`config.mk`:
```
export PLATFORM = sky130hd
export DESIGN_NAME = riscv_uart_tx
export DESIGN_NICKNAME = d
export VERILOG_FILES = /design/src/rtl/riscv_uart_pkg.sv /design/src/rtl/riscv_sync_fifo.sv /design/src/rtl/riscv_uart_tx.sv
export SDC_FILE = /design/constraint.sdc
export NUM_CORES = 1
export LEC_CHECK = 0
export ABC_AREA = 1
export BUFFER_PORTS_ARGS = -buffer_cell sky130_fd_sc_hd__buf_2
export CELL_PAD_IN_SITES_DETAIL_PLACEMENT = 0
export CELL_PAD_IN_SITES_GLOBAL_PLACEMENT = 1
export CORE_UTILIZATION = 50
export CTS_CLUSTER_DIAMETER = 100
export DETAILED_ROUTE_END_ITERATION = 6
export PLACE_DENSITY = 0.89
export RECOVER_POWER = 25
export SLEW_MARGIN = 10
export SYNTH_ARGS = -nofsm -noshare
export SYNTH_HDL_FRONTEND = slang
export SYNTH_SLANG_ARGS = --single-unit
```
`constraint.sdc`:
```
create_clock -name i_riscv_lsu_clk -period 3.5 [get_ports i_riscv_lsu_clk]
set_clock_uncertainty 0.2 [all_clocks]
set_input_delay 0.35 -clock i_riscv_lsu_clk [delete_from_list [all_inputs] [get_ports i_riscv_lsu_clk]]
set_output_delay 0.35 -clock i_riscv_lsu_clk [all_outputs]
set_load 0.1 [all_outputs]
```
`src/rtl/riscv_uart_pkg.sv`:
```
// riscv_uart_pkg: shared FSM encoding and line-level constants for the UART transmitter
package riscv_uart_pkg;
    typedef enum logic [1:0] {IDLE, START, DATA, STOP} uart_state_t;
    localparam logic START_BIT = 1'b0;
    localparam logic STOP_BIT  = 1'b1;
    localparam int   DATA_BITS = 8;
endpackage

```
`src/rtl/riscv_sync_fifo.sv`:
```
// riscv_sync_fifo: single-clock FIFO with registered occupancy count
// Ports: i_riscv_lsu_clk/i_riscv_lsu_rst clock and async active-high reset; push/wr_data write side
// (ignored while full); pop (ignored while empty); rd_data shows the head entry; full/empty status.
module riscv_sync_fifo #(
    parameter int WIDTH = 8,
    parameter int DEPTH = 16
) (
    input  logic             i_riscv_lsu_clk,
    input  logic             i_riscv_lsu_rst,
    input  logic             push,
    input  logic [WIDTH-1:0] wr_data,
    input  logic             pop,
    output logic [WIDTH-1:0] rd_data,
    output logic             full,
    output logic             empty
);
    localparam int AW = $clog2(DEPTH);
    logic [WIDTH-1:0] mem [DEPTH];
    logic [AW-1:0]    wr_ptr, rd_ptr;
    logic [AW:0]      count;
    logic             do_push, do_pop;
    assign full    = count == (AW+1)'(DEPTH);
    assign empty   = count == '0;
    assign do_push = push && !full;
    assign do_pop  = pop && !empty;
    assign rd_data = mem[rd_ptr];
    always_ff @(posedge i_riscv_lsu_clk or posedge i_riscv_lsu_rst) begin
        if (i_riscv_lsu_rst) begin
            wr_ptr <= '0;
            rd_ptr <= '0;
            count  <= '0;
        end else begin
            wr_ptr <= do_push ? wr_ptr + 1'b1 : wr_ptr;
            rd_ptr <= do_pop ? rd_ptr + 1'b1 : rd_ptr;
            count  <= count + (AW+1)'(do_push) - (AW+1)'(do_pop);
        end
    end
    always_ff @(posedge i_riscv_lsu_clk) begin
        if (do_push) mem[wr_ptr] <= wr_data;
    end
endmodule

```
`src/rtl/riscv_uart_tx.sv`:
```
// riscv_uart_tx: buffered 8N1 UART transmitter fed by LSU stores
// Ports: i_riscv_lsu_clk/i_riscv_lsu_rst clock and async active-high reset; i_riscv_uart_globstall blocks writes;
// i_riscv_uart_tx_valid/i_riscv_uart_tx_data store byte; o_riscv_uart_tx_stall holds the LSU while full;
// o_riscv_uart_tx_full/empty buffer status; o_riscv_uart_tx_busy frame in progress; o_riscv_uart_tx_serial line.
module riscv_uart_tx
    import riscv_uart_pkg::*;
#(
    parameter int CLKS_PER_BIT = 868,
    parameter int FIFO_DEPTH   = 16
) (
    input  logic       i_riscv_lsu_clk,
    input  logic       i_riscv_lsu_rst,
    input  logic       i_riscv_uart_globstall,
    input  logic       i_riscv_uart_tx_valid,
    input  logic [7:0] i_riscv_uart_tx_data,
    output logic       o_riscv_uart_tx_stall,
    output logic       o_riscv_uart_tx_full,
    output logic       o_riscv_uart_tx_empty,
    output logic       o_riscv_uart_tx_busy,
    output logic       o_riscv_uart_tx_serial
);
    localparam int CW = $clog2(CLKS_PER_BIT);
    uart_state_t state, state_n;
    logic [CW-1:0] cnt, cnt_n;
    logic [2:0]    idx, idx_n;
    logic [7:0]    sh, sh_n, head;
    logic          pop, wrap, serial_n;
    riscv_sync_fifo #(.WIDTH(8), .DEPTH(FIFO_DEPTH)) u_fifo (
        .i_riscv_lsu_clk(i_riscv_lsu_clk),
        .i_riscv_lsu_rst(i_riscv_lsu_rst),
        .push(i_riscv_uart_tx_valid && !i_riscv_uart_globstall),
        .wr_data(i_riscv_uart_tx_data),
        .pop(pop),
        .rd_data(head),
        .full(o_riscv_uart_tx_full),
        .empty(o_riscv_uart_tx_empty)
    );
    assign o_riscv_uart_tx_stall = i_riscv_uart_tx_valid && o_riscv_uart_tx_full;
    assign o_riscv_uart_tx_busy  = state != IDLE;
    assign wrap = cnt == CW'(CLKS_PER_BIT - 1);
    always_comb begin
        state_n = state;
        idx_n   = idx;
        sh_n    = sh;
        pop     = 1'b0;
        cnt_n   = (state == IDLE || wrap) ? '0 : cnt + 1'b1;
        case (state)
            IDLE: if (!o_riscv_uart_tx_empty) begin
                pop     = 1'b1;
                sh_n    = head;
                idx_n   = '0;
                state_n = START;
            end
            START: state_n = wrap ? DATA : START;
            DATA: if (wrap) begin
                sh_n    = sh >> 1;
                idx_n   = idx + 1'b1;
                state_n = (idx == 3'(DATA_BITS - 1)) ? STOP : DATA;
            end
            STOP: state_n = wrap ? IDLE : STOP;
            default: state_n = IDLE;
        endcase
        // The line value is computed from the next state so the output flop changes exactly at bit boundaries.
        serial_n = state_n == START ? START_BIT : state_n == DATA ? sh_n[0] : STOP_BIT;
    end
    always_ff @(posedge i_riscv_lsu_clk or posedge i_riscv_lsu_rst) begin
        if (i_riscv_lsu_rst) begin
            state                  <= IDLE;
            cnt                    <= '0;
            idx                    <= '0;
            sh                     <= '0;
            o_riscv_uart_tx_serial <= STOP_BIT;
        end else begin
            state                  <= state_n;
            cnt                    <= cnt_n;
            idx                    <= idx_n;
            sh                     <= sh_n;
            o_riscv_uart_tx_serial <= serial_n;
        end
    end
endmodule

```
# After elaboration in Yosys (flattened, before gate mapping)
# Memories as Yosys holds them, arrays and structs flattened.
# Index checks and enable logic that the tools add are counted.
dict set report totals {
  regBits 37
  latch_bits 0
  ramBits 128
  rom_bits 0
  in_bits 12
  word_cells 58
  mem_count 1
}
dict set report op_classes {
  add_sub_neg 6
  mul 0
  n_div 0
  n_lt_le_gt_ge 0
  eq_ne 10
  n_shift 0
  muxes 19
  bitwise 0
  reduce_logical 13
}
# name words width read_ports rd_clocked_by_memory_dff write_ports line_no
set mem_list {}
lappend mem_list {u_fifo.mem 16 8 1 0 1 riscv_sync_fifo.sv:18} ;# logic [WIDTH-1:0] mem [DEPTH];
# cell count
set ops {}
lappend ops {{8-bit 2-to-1 mux} 2}
lappend ops {{8-bit one-hot mux with 2 select lines} 1}
lappend ops {{10-bit by 1-bit adder with 10-bit output (second input constant)} 1}
lappend ops {{10-bit equality test (second input constant)} 1}
lappend ops {{10-bit 2-to-1 mux} 1}
lappend ops {{4-bit by 1-bit adder with 4-bit output (second input constant)} 2}
lappend ops {{2-bit 2-to-1 mux} 4}
lappend ops {{2-bit one-hot mux with 4 select lines} 1}
lappend ops {{1-bit 2-to-1 mux} 7}
lappend ops {{2-bit equality test (second input constant)} 3}
lappend ops {{3-bit 2-to-1 mux} 2}
lappend ops {{3-bit one-hot mux with 2 select lines} 1}
lappend ops {{5-bit by 1-bit adder with 5-bit output} 1}
lappend ops {{5-bit equality test (second input constant)} 1}
lappend ops {{5-bit zero test} 1}
lappend ops {{5-bit by 1-bit subtractor with 5-bit output} 1}
lappend ops {{2-bit by 1-bit equality test with 1-bit output (second input constant)} 2}
lappend ops {{1-bit logical AND} 4}
lappend ops {{2-bit != test (second input constant)} 2}
lappend ops {{2-bit nonzero test} 2}
lappend ops {{3-bit by 1-bit adder with 3-bit output (second input constant)} 1}
lappend ops {{3-bit equality test (second input constant)} 1}
lappend ops {{1-bit zero test} 3}
lappend ops {{3-bit AND reduction} 1}
lappend ops {{2 further kinds} 2}

# Depth between registers and ports, before layout
# Gate-level depths: netlist of the first run.
dict set report depth {
  word_depth 7
  mapped_depth 14
  ltp_nobuf 13
}

# Modules after synthesis
# From an unflattened synthesis of the first run, not the netlist that was laid out.
dict set report unflattened {
  hier_cells 755
  area_unflattened_um2 7423.4
}
# mod n_inst cells_per_inst area_each_um2 seq_area_each_um2
set by_module_without_submodules {}
lappend by_module_without_submodules {riscv_sync_fifo 1 601 6192.2 4169.0}
lappend by_module_without_submodules {riscv_uart_tx 1 154 1231.2 601.8}

# Worst setup path before layout of the first run
# OpenSTA, ideal clock, no wires.
dict set report synth_timing {
  path_type {reg-to-reg}
  start {reg u_fifo.count[3]}
  end {reg u_fifo.count[4]}
  t_arrival_ns 2.412
  setup_slack_ns 0.809
  path_stages_with_launch 15
  n_path_buf 1
  synth_period_minus_slack_ns 2.691
  cell_sequence {dfrtp_1 inv_1 ha_1 nand4_1 nand2_1 inv_2 buf_4 ha_1 inv_1 ha_1 fa_1 a21oi_1 nor2_1 nor2_1 xor2_1}
}
dict set report synth_between {
  elab_chain_cells 5
}
# element line_no
set synth_lines {}
lappend synth_lines {{from (decl)} riscv_sync_fifo.sv:20} ;# logic [AW:0] count;
lappend synth_lines {{from (signal assigned)} riscv_sync_fifo.sv:35} ;# count <= count + (AW+1)'(do_push) - (AW+1)'(do_pop);
lappend synth_lines {{5-bit zero test (*)} riscv_sync_fifo.sv:23} ;# assign empty = count == '0;
lappend synth_lines {{1-bit 2-to-1 mux} riscv_uart_tx.sv:48} ;# IDLE: if (!o_riscv_uart_tx_empty) begin
lappend synth_lines {{1-bit 2-to-1 mux} riscv_uart_tx.sv:47} ;# case (state)
lappend synth_lines {{1-bit logical AND (*)} riscv_sync_fifo.sv:25} ;# assign do_pop = pop && !empty;
lappend synth_lines {{named net u_fifo.do_pop} riscv_sync_fifo.sv:21} ;# logic do_push, do_pop;
lappend synth_lines {{5-bit by 1-bit subtractor with 5-bit output (*)} riscv_sync_fifo.sv:35}
# Mark *: on every way through the listed nets, which the timed path passes. The rest lies on a longest branch.
# A chain may end at the register's enable or synchronous reset.

# Final worst setup path of the first run
dict set report layout_timing {
  start {reg u_fifo.count[2]}
  end {reg u_fifo.count[4]}
}
dict set report layout_between {
  elab_chain_cells 5
}
# element line_no
set layout_lines {}
lappend layout_lines {{5-bit equality test / 5-bit zero test (equally long branches)} {riscv_sync_fifo.sv:22, riscv_sync_fifo.sv:23}}
lappend layout_lines {{1-bit zero test / 1-bit 2-to-1 mux (equally long branches)} {riscv_sync_fifo.sv:24, riscv_uart_tx.sv:48}}
lappend layout_lines {{1-bit logical AND / 1-bit 2-to-1 mux (equally long branches)} {riscv_sync_fifo.sv:24, riscv_uart_tx.sv:47}}
lappend layout_lines {{5-bit by 1-bit adder with 5-bit output / 1-bit logical AND (equally long branches)} {riscv_sync_fifo.sv:35, riscv_sync_fifo.sv:25}}
lappend layout_lines {{5-bit by 1-bit subtractor with 5-bit output (*)} riscv_sync_fifo.sv:35}
# Every way passes the cells marked *; elsewhere a longest branch is shown, timed or not.

==> metrics.cfg, run 1 <==
[placement]
dp_slack_ns = 0.5872
placed_cell_area_mm2 = 0.007312
gp_congestion = 0.7927
post-dp-hpwl_mm = 9.501
io_buffers = 16

[grt]
globalRouteOverflowTotal = 0
grt_max_degree = 68
first_global_vias = 4517
antenna_found_initial = 0
track_usage_pct = 22.42
grt_pass1_wl_mm = 24.19

[floorplan]
die_h_um = 121.1
initial_core_util_pct = 51.14
core_area_mm2 = 0.01388
io_pins = 17
fp.dieW_um = 121.1
fp-row-count = 43
die_area_mm2 = 0.01468

[logic_synthesis]
synth_top_area_share_pct = 54.15
synthTopCellsByArea = edfxtp_1 54%, dfrtp_1 13%, nand2_1 6.5%
synth_nets = 656
synthArstFlopShare_pct = 22.42
synth-edff-count = 128
synth_cell_types = 40
synth_seq_cells = 165
seq_area_frac_synth_pct = 67.21
synthCells = 629
syn_avg_cell_area_um2 = 11.28
synth_ff_type = edfxtp_1
synth_area_leader_cell = edfxtp_1
synth_area_mm2 = 0.007098
yosys_warnings = 0

[setup_path]
required_ns = 3.65
crit_path_max_incr_delay_ns = 0.42
critPathKind = flop to flop
r2r-start = u_fifo.count[2]$_DFF_PP0_
worst-path-buf-inv = 3
crit_path_start = u_fifo.count[2]$_DFF_PP0_
crit_path_frequent_cell = ha_1
worst-r2r-setup-slack_ns = 0.55
path_delay_family = adder cells
slowest_stage = fa_1
cp.arrival_ns = 3.10
critical_path.startpoint_type = flop
path_cells = inv_1 -> ha_1 -> nand4_1 -> nand2_1 -> inv_2 -> ha_1 -> inv_1 -> ha_1 -> fa_1 -> a21oi_1 -> nor2_1 -> nor2_1 -> xor2_1
cp-end-kind = flop
r2r-end = u_fifo.count[4]$_DFF_PP0_
worstPathMaxFanout = 12
rr_worst_depth = 13

[detailed_routing]
vias_per_cell = 5.515
vias = 4633
drtAntennaViolNets = 0
drc = 0
drt-pass1-iter-count = 5
drtIter0Drc = 442
wl_mm = 15.13
wire_per_inst_um = 18.01

[worst_hold_path]
hold_start = i_riscv_uart_tx_valid
hold_path_end = u_fifo.wr_ptr[0]$_DFFE_PP0N_
min_path_cells = 3
min_path_type = primary input to flop

[timing]
finalSetupTns_ns = 0
maxSlewHeadroom_pct = 44.15
finalHoldViolCount = 0
min_period_over_period_pct = 84.37
maxSlewViolCount = 0
tightest_slew_ns = 0.8347
max_freq_mhz = 338.7
setup_violations = 0
rsz0062_at_grt = false
setup_ws_ns = 0.5472
period_minus_slack_ns = 2.953

[clock_tree]
clk_path_buf_depth = 2
path_clk_slew_ns = 0.06
cts_max_level = 4
cts-root-buf = clkbuf_16
cts_sinks = 165
clock_latency_ns = 0.42
cts_setup_buffers = 0
ctsHoldBuffers = 1
cts_tree = yes
cts_resized = 0
cts_made_buffers = 17

[finish]
fillers = 1137
stdcell_area_mm2 = 0.007888
area_growth_pct = 11.12
final_layout_size_suffix_gt1_share_pct = 10.00
ff_latch_area_mm2 = 0.004772
insertedDiodeCount = 0
fin_nets = 674
multi_input_area_mm2 = 0.001978

[power]
max-vdd-ir-drop_uv = 415.4
powerDensity_mw_per_mm2 = 580.1
leakage_nw = 3.030
fin_total_pwr_mw = 4.576

[flow_run]
cap_violations = 0

[run_status]
outcome = finished, final reports clean

[registers in the layout, indices dropped and copies added (netlist names), 2 cells and up]
signal / flops
idx: 3
state: 2
u_fifo.mem: 128
u_fifo.rd_ptr: 4
cnt: 10
sh: 8
u_fifo.wr_ptr: 4
u_fifo.count: 5
[power breakdown]
part / internal (mW) / switching (mW) / total, mW / leakage [nW]
clock: 1.00 / 0.789 / 1.79 / 0.273
combinational: 0.146 / 0.332 / 0.478 / 1.15
sequential: 2.25 / 0.0588 / 2.31 / 1.61
[metal layers]
metal | routed length, um | up-vias | share of wire [%] | track usage, %
met4 | 405 | 0 | 2.7 | 9.259
met2 | 7123 | 159 | 47 | 34.46
met3 | 941 | 34 | 6.2 | 4.887
li1 | - | 2208 | - | -
met5 | 0 | - | 0 | 0
met1 | 6658 | 2232 | 44 | 31.00
[cell type report]
class | instances | share of cell area [%]
Clock inverter | 14 | 1.824
Inverter | 55 | 2.681
Timing Repair Buffer | 23 | 1.618
Sequential cell | 165 | 60.50
Tap cell | 180 | 2.855
Multi-Input combinational cell | 385 | 25.08
Clock buffer | 18 | 5.441
[cells in the mapped netlist, types with 5 or more instances]
cell	number
o21ai_0	52
dfrtp_1	36
nand3_1	34
inv_1	48
xor2_1	9
a21oi_1	15
o211ai_1	7
buf_2	13
ha_1	14
buf_4	6
o22ai_1	9
nor2_1	78
nand2_1	122
edfxtp_1	128
nand4_1	8
o21ai_1	5
[worst max-delay path by stage]
stage	to	depth (start not counted)
after floorplan	u_fifo.count[4]$_DFF_PP0_	14
after global placement	u_fifo.count[4]$_DFF_PP0_	13
after detailed placement	u_fifo.count[4]$_DFF_PP0_	13
after CTS	u_fifo.count[4]$_DFF_PP0_	13
after global routing	u_fifo.count[4]$_DFF_PP0_	13
final	u_fifo.count[4]$_DFF_PP0_	13
[per-stage QoR]
step	instances	util, %	hold slack (ns)
6_report	840	56.82	0.1039
3_5_place_dp	807	52.68	0.2732
5_1_grt	840	56.82	0.1129
4_1_cts	840	56.88	0.08702
2_1_floorplan	629	-	0.2329
3_3_place_gp	807	52.68	0.2457
[worst register-to-register path: stages, from the launching register on]
cell and delay, ns:
dfrtp_1 0.39, inv_1 0.10, ha_1 0.19, nand4_1 0.16, nand2_1 0.21, inv_2 0.15
ha_1 0.30, inv_1 0.04, ha_1 0.22, fa_1 0.42, a21oi_1 0.18, nor2_1 0.06
nor2_1 0.11, xor2_1 0.14
[cells in the final DEF (no fill, tap or decap), types with 8 or more instances in the layout]
cell	instances
o21ai_0	52
edfxtp_1	128
ha_1	14
inv_1	48
a21oi_1	15
nand4_1	8
clkbuf_16	17
buf_2	10
nand3_1	34
dfrtp_1	35
o22ai_1	9
xor2_1	9
nor2_1	78
nand2_1	122
[kinds of logic after synthesis]
group | count (synthesis) | synth area share, %
adders and majority gates | 15 | 2.750
xor gates and xnor gates | 10 | 1.234
AOI/OAI and AO/OA | 100 | 8.197
DFF | 165 | 67.21
buffers and inverters | 79 | 4.918
and+or+nand+nor | 260 | 15.69
Power figures use the tool's default switching activity.
==> inputs of run 2 (changes only) <==
CORE_UTILIZATION = 45   (was 50)
PLACE_DENSITY = 0.86   (was 0.89)
clock period = 2.52 ns   (was 3.5 ns; I/O delays follow)
==> metrics.cfg, run 2 (synthesis results as in run 1) <==
[run_status]
outcome = finished, final reports clean

[finish]
final_common_cell = edfxtp_1
top_regs = u_fifo.mem (128), cnt (10), sh (8)
regMostFlops = u_fifo.mem
fin_nets = 697
final_cells = 894
final_layout_size_suffix_gt1_share_pct = 14.20
layout_common_cells = 128 x edfxtp_1, 121 x nand2_1, 78 x nor2_1
insertedDiodeCount = 0
area_growth_pct = 14.72
fillers = 1329
largest_register_ffs = 128

[grt]
grt_max_degree = 68
grt_pass1_wl_mm = 24.54
first_global_vias = 4593
track_usage_pct = 20.61
globalRouteOverflowTotal = 0
antenna_found_initial = 0

[power]
max-vdd-ir-drop_uv = 509.1
intPower_mw = 4.683
p_comb_share_pct = 12.8
switching_share_pct = 26.31
p_switching_mw = 1.672
fin_total_pwr_mw = 6.355
pwr-share-clk_pct = 36.7
powerDensity_mw_per_mm2 = 780.5
p_seq_share_pct = 50.5
leakage_nw = 3.139

[setup_path]
critPathKind = flop to flop
path_delay_family = adder cells
path_cells = inv_2 -> ha_4 -> nand4_1 -> nand2_2 -> inv_2 -> ha_4 -> inv_2 -> ha_4 -> fa_2 -> a21oi_2 -> nor2_1 -> nor2_1 -> xor2_1
slowest_stage = dfrtp_1
cp-end-kind = flop
critical_path.startpoint_type = flop
worst-path-buf-inv = 3
cp.arrival_ns = 2.62
worstPathMaxFanout = 2
required_ns = 2.68
crit_path_max_incr_delay_ns = 0.41

[floorplan]
die_h_um = 127.6
fp-row-count = 45
core_area_mm2 = 0.01531
fp.dieW_um = 127.6
initial_core_util_pct = 46.35
die_area_mm2 = 0.01628
io_pins = 17

[placement]
io_buffers = 16
post-dp-hpwl_mm = 10.06
gp_congestion = 0.8045
dp.cells = 853

[clock_tree]
path_clk_slew_ns = 0.06
cts_made_buffers = 17
clock_latency_ns = 0.44
cts_tree = yes
clk_path_buf_depth = 2
cts_max_level = 4
cts-root-buf = clkbuf_16
cts_sinks = 165

[timing]
tightest_slew_ns = 0.9032
maxSlewHeadroom_pct = 39.79
maxSlewViolCount = 0
period_minus_slack_ns = 2.456
max_freq_mhz = 407.2
finalHoldViolCount = 0
min_period_over_period_pct = 97.46
setup_violations = 0

[detailed_routing]
wire_per_inst_um = 17.37
vias_per_cell = 5.346
vias = 4779
drtAntennaViolNets = 0
drt-pass1-iter-count = 6
drtIter0Drc = 347
wl_mm = 15.53
drc = 0

[worst_hold_path]
min_path_type = primary input to flop

[flow_run]
cap_violations = 0

-- run 2: what timing repair did --
item	4_1_cts	5_1_grt
pin swaps	2	4
endpoints found under the setup margin	1	2
gates resized for setup	2	2
endpoints found under the hold margin	36	0
buffers inserted	5	3
cloned	0	0
hold buffers	1	0
-- run 2: cell type report --
class | count | area [um^2] | share of cell area [%]
Sequential cell | 165 | 4772 | 58.60
Clock inverter | 15 | 106.4 | 1.306
Tap cell | 211 | 264.0 | 3.242
Multi-Input combinational cell | 385 | 2024 | 24.86
Inverter | 55 | 212.7 | 2.612
Clock buffer | 17 | 425.4 | 5.224
Timing Repair Buffer | 46 | 337.8 | 4.149
-- run 2: final timing paths --
check                                           from                                to  slack (ns)  depth (start not counted)
setup / recovery           u_fifo.count[3]$_DFF_PP0_         u_fifo.count[4]$_DFF_PP0_        0.06                         13
hold / removal               i_riscv_uart_tx_data[5]        u_fifo.mem[1][5]$_DFFE_PP_        0.05                          1
setup reg to reg           u_fifo.count[3]$_DFF_PP0_         u_fifo.count[4]$_DFF_PP0_        0.06                         13
hold reg to reg                     cnt[0]$_DFF_PP0_                  cnt[0]$_DFF_PP0_        0.26                          1
max in group asynchronous            i_riscv_lsu_rst  o_riscv_uart_tx_serial$_DFF_PP1_        1.48                          4
min in group asynchronous            i_riscv_lsu_rst         u_fifo.count[1]$_DFF_PP0_        0.27                          4
-- run 2: power groups by stage --
| stage | clock, mW | sequential [mW] | combinational [mW] |
|---|---|---|---|
| 3_5_place_dp | 0 | 3.26 | 0.709 |
| 2_1_floorplan | 0 | 3.24 | 0.513 |
| 5_1_grt | 2.46 | 3.22 | 0.893 |
| 6_report | 2.33 | 3.21 | 0.812 |
| 3_3_place_gp | 0 | 3.25 | 0.680 |
| 4_1_cts | 2.35 | 3.20 | 0.753 |
-- run 2: stage by stage --
step | setup slack, ns | hold WS [ns] | util [%] | setup TNS [ns] | instance area [um^2]
floorplan | -0.07281 | 0.1509 | - | -0.07281 | 7138
global placement | 0.05992 | 0.1890 | 49.22 | 0 | 7537
detailed placement | -0.04351 | 0.2006 | 49.22 | -0.04351 | 7537
CTS | 0.005040 | 0.01887 | 53.01 | 0 | 8118
global route | -0.02070 | 0.05871 | 53.17 | -0.02070 | 8143
finish | 0.06407 | 0.05042 | 53.17 | 0 | 8143
-- run 2: worst reg2reg max path, delay by kind of cell (launching register included) --
family	cells	cell delay, ns
flip-flops	1	0.41
AO/OA/AOI/OAI	1	0.12
XOR/XNOR	1	0.16
adder cells (fa/ha/maj)	4	0.89
buffers and inverters	3	0.19
AND/OR/NAND/NOR	4	0.40
-- run 2: layer usage --
layer	track usage, %	vias to the layer above	routed length, um
met1	26.76	2314	6644
li1	-	2253	-
met2	33.27	183	7474
met3	3.936	29	1012
met4	10.38	0	397
met5	0	-	0
==> inputs of run 3 (changes only) <==
SETUP_SLACK_MARGIN = 0.3   (was not set)
==> metrics.cfg, run 3 (synthesis results as in run 1) <==
[timing]
tightest_slew_ns = 0.8403
period_minus_slack_ns = 2.456
rsz0062_at_grt = true
maxSlewHeadroom_pct = 43.98
worst_hold_slack_ns = 0.08521
min_period_over_period_pct = 97.48
max_freq_mhz = 407.1
maxSlewViolCount = 0
setup_violations = 0
finalHoldViolCount = 0
finalSetupTns_ns = 0

[grt]
first_global_vias = 4822
globalRouteOverflowTotal = 0
antenna_found_initial = 0
track_usage_pct = 21.45
grt_pass1_wl_mm = 25.72
grt_max_degree = 68

[detailed_routing]
drtIter0Drc = 514
vias = 4861
wire_per_inst_um = 17.91
drc = 0
vias_per_cell = 5.389
wl_mm = 16.16
drtAntennaViolNets = 0
drt-pass1-iter-count = 5

[finish]
final_cells = 902
area_growth_pct = 19.34
top_regs = u_fifo.mem (128), cnt (10), sh (8)
final_layout_size_suffix_gt1_share_pct = 17.95
utilization_pct = 55.31
insertedDiodeCount = 0
fillers = 1262
stdcell_area_mm2 = 0.008471
fin_nets = 707
final_common_cell = edfxtp_1
multi_input_area_mm2 = 0.002160
regMostFlops = u_fifo.mem
largest_register_ffs = 128
ff_latch_area_mm2 = 0.004772
layout_common_cells = 128 x edfxtp_1, 117 x nand2_1, 64 x nor2_1

[clock_tree]
cts_tree = yes
path_clk_slew_ns = 0.06
clk_path_buf_depth = 2
cts-root-buf = clkbuf_16
cts_max_level = 4
clock_latency_ns = 0.42
cts_sinks = 165
cts_made_buffers = 17

[setup_path]
critPathKind = flop to flop
worstPathMaxFanout = 2
cp-end-kind = flop
required_ns = 2.67
critical_path.startpoint_type = flop
cp.arrival_ns = 2.60

[placement]
io_buffers = 16
dp.cells = 852
post-dp-hpwl_mm = 10.12
placed_cell_area_mm2 = 0.007520
gp_congestion = 0.8148

[power]
p_comb_share_pct = 13.9
powerDensity_mw_per_mm2 = 800.5
max-vdd-ir-drop_uv = 746.2
p_switching_mw = 1.677
leakage_nw = 3.225
intPower_mw = 5.103
pwr-share-clk_pct = 38.8
switching_share_pct = 24.74
p_seq_share_pct = 47.3

[flow_run]
cap_violations = 0

[floorplan]
fp-row-count = 45
core_area_mm2 = 0.01531
initial_core_util_pct = 46.35
fp.dieW_um = 127.6
io_pins = 17
die_h_um = 127.6
die_area_mm2 = 0.01628

[worst_hold_path]
min_path_type = primary input to flop

[run_status]
outcome = finished, final reports clean

-- run 3: cell count changes in the layout (fill, tap and decap cells not counted), moves of 2 or more --
cell,delta
bufinv_16,+4
nor2_4,+12
dlygate4sd3_1,+2
nor2_2,+2
buf_2,-3
nand2_2,+4
clkinv_4,-3
nand2_1,-4
nor2_1,-14
buf_6,+8
inv_6,-3
buf_4,+2
-- run 3: metal layers --
metal / part of all wire, % / global-route usage (%) / up-vias
li1: - / - / 2268
met1: 42 / 27.99 / 2387
met2: 49 / 33.82 / 175
met3: 6.5 / 5.067 / 31
met4: 2.7 / 10.66 / 0
met5: 0 / 0 / -
-- run 3: critical path, cell delays in order (launching register included) --
cell and delay [ns]:
dfrtp_1 0.40, inv_2 0.10, ha_4 0.14, nand4_1 0.13, nand2_2 0.12, inv_2 0.05
ha_4 0.26, inv_2 0.04, ha_4 0.15, fa_2 0.35, a21oi_2 0.13, nor2_1 0.04
nor2_1 0.11, xor2_1 0.16
-- run 3: area by class of cell --
class	count	area share (%)
sequential	165	56.34
clock buffer	18	5.066
inverter	55	2.541
clock inverter	12	1.920
multi-input combinational	385	25.49
tap	211	3.117
timing repair buffer	56	5.524
-- run 3: worst paths after layout --
kind | depth (start not counted) | start | to | slack, ns
max in group asynchronous | 4 | i_riscv_lsu_rst | o_riscv_uart_tx_serial$_DFF_PP1_ | 1.09
worst max-delay path | 13 | u_fifo.count[2]$_DFF_PP0_ | u_fifo.count[4]$_DFF_PP0_ | 0.06
min in group asynchronous | 3 | i_riscv_lsu_rst | cnt[9]$_DFF_PP0_ | 0.32
worst min register to register | 1 | cnt[0]$_DFF_PP0_ | cnt[0]$_DFF_PP0_ | 0.27
worst max register to register | 13 | u_fifo.count[2]$_DFF_PP0_ | u_fifo.count[4]$_DFF_PP0_ | 0.06
worst min-delay path | 1 | i_riscv_uart_tx_data[0] | u_fifo.mem[4][0]$_DFFE_PP_ | 0.09
-- run 3: per-stage QoR --
step                worst slack [ns]  power [mW]
floorplan                   -0.07257       3.749
global placement             0.05045       3.936
detailed placement          -0.09374       3.982
CTS                          0.09818       6.685
global route                -0.08520       7.018
finish                       0.06357       6.781
-- run 3: power by group through the flow --
stage | logic (mW) | registers (mW) | clock network [mW]
CTS | 0.837 | 3.20 | 2.64
finish | 0.945 | 3.21 | 2.63
global placement | 0.691 | 3.25 | 0
detailed placement | 0.725 | 3.26 | 0
floorplan | 0.514 | 3.24 | 0
global route | 1.04 | 3.22 | 2.76
-- run 3: what timing repair did --
item,in CTS,in global routing
gates resized for setup,21,36
pin swaps,9,7
hold endpoints to repair,19,0
buffers inserted,13,4
hold buffers,3,0
setup endpoints to repair,110,115
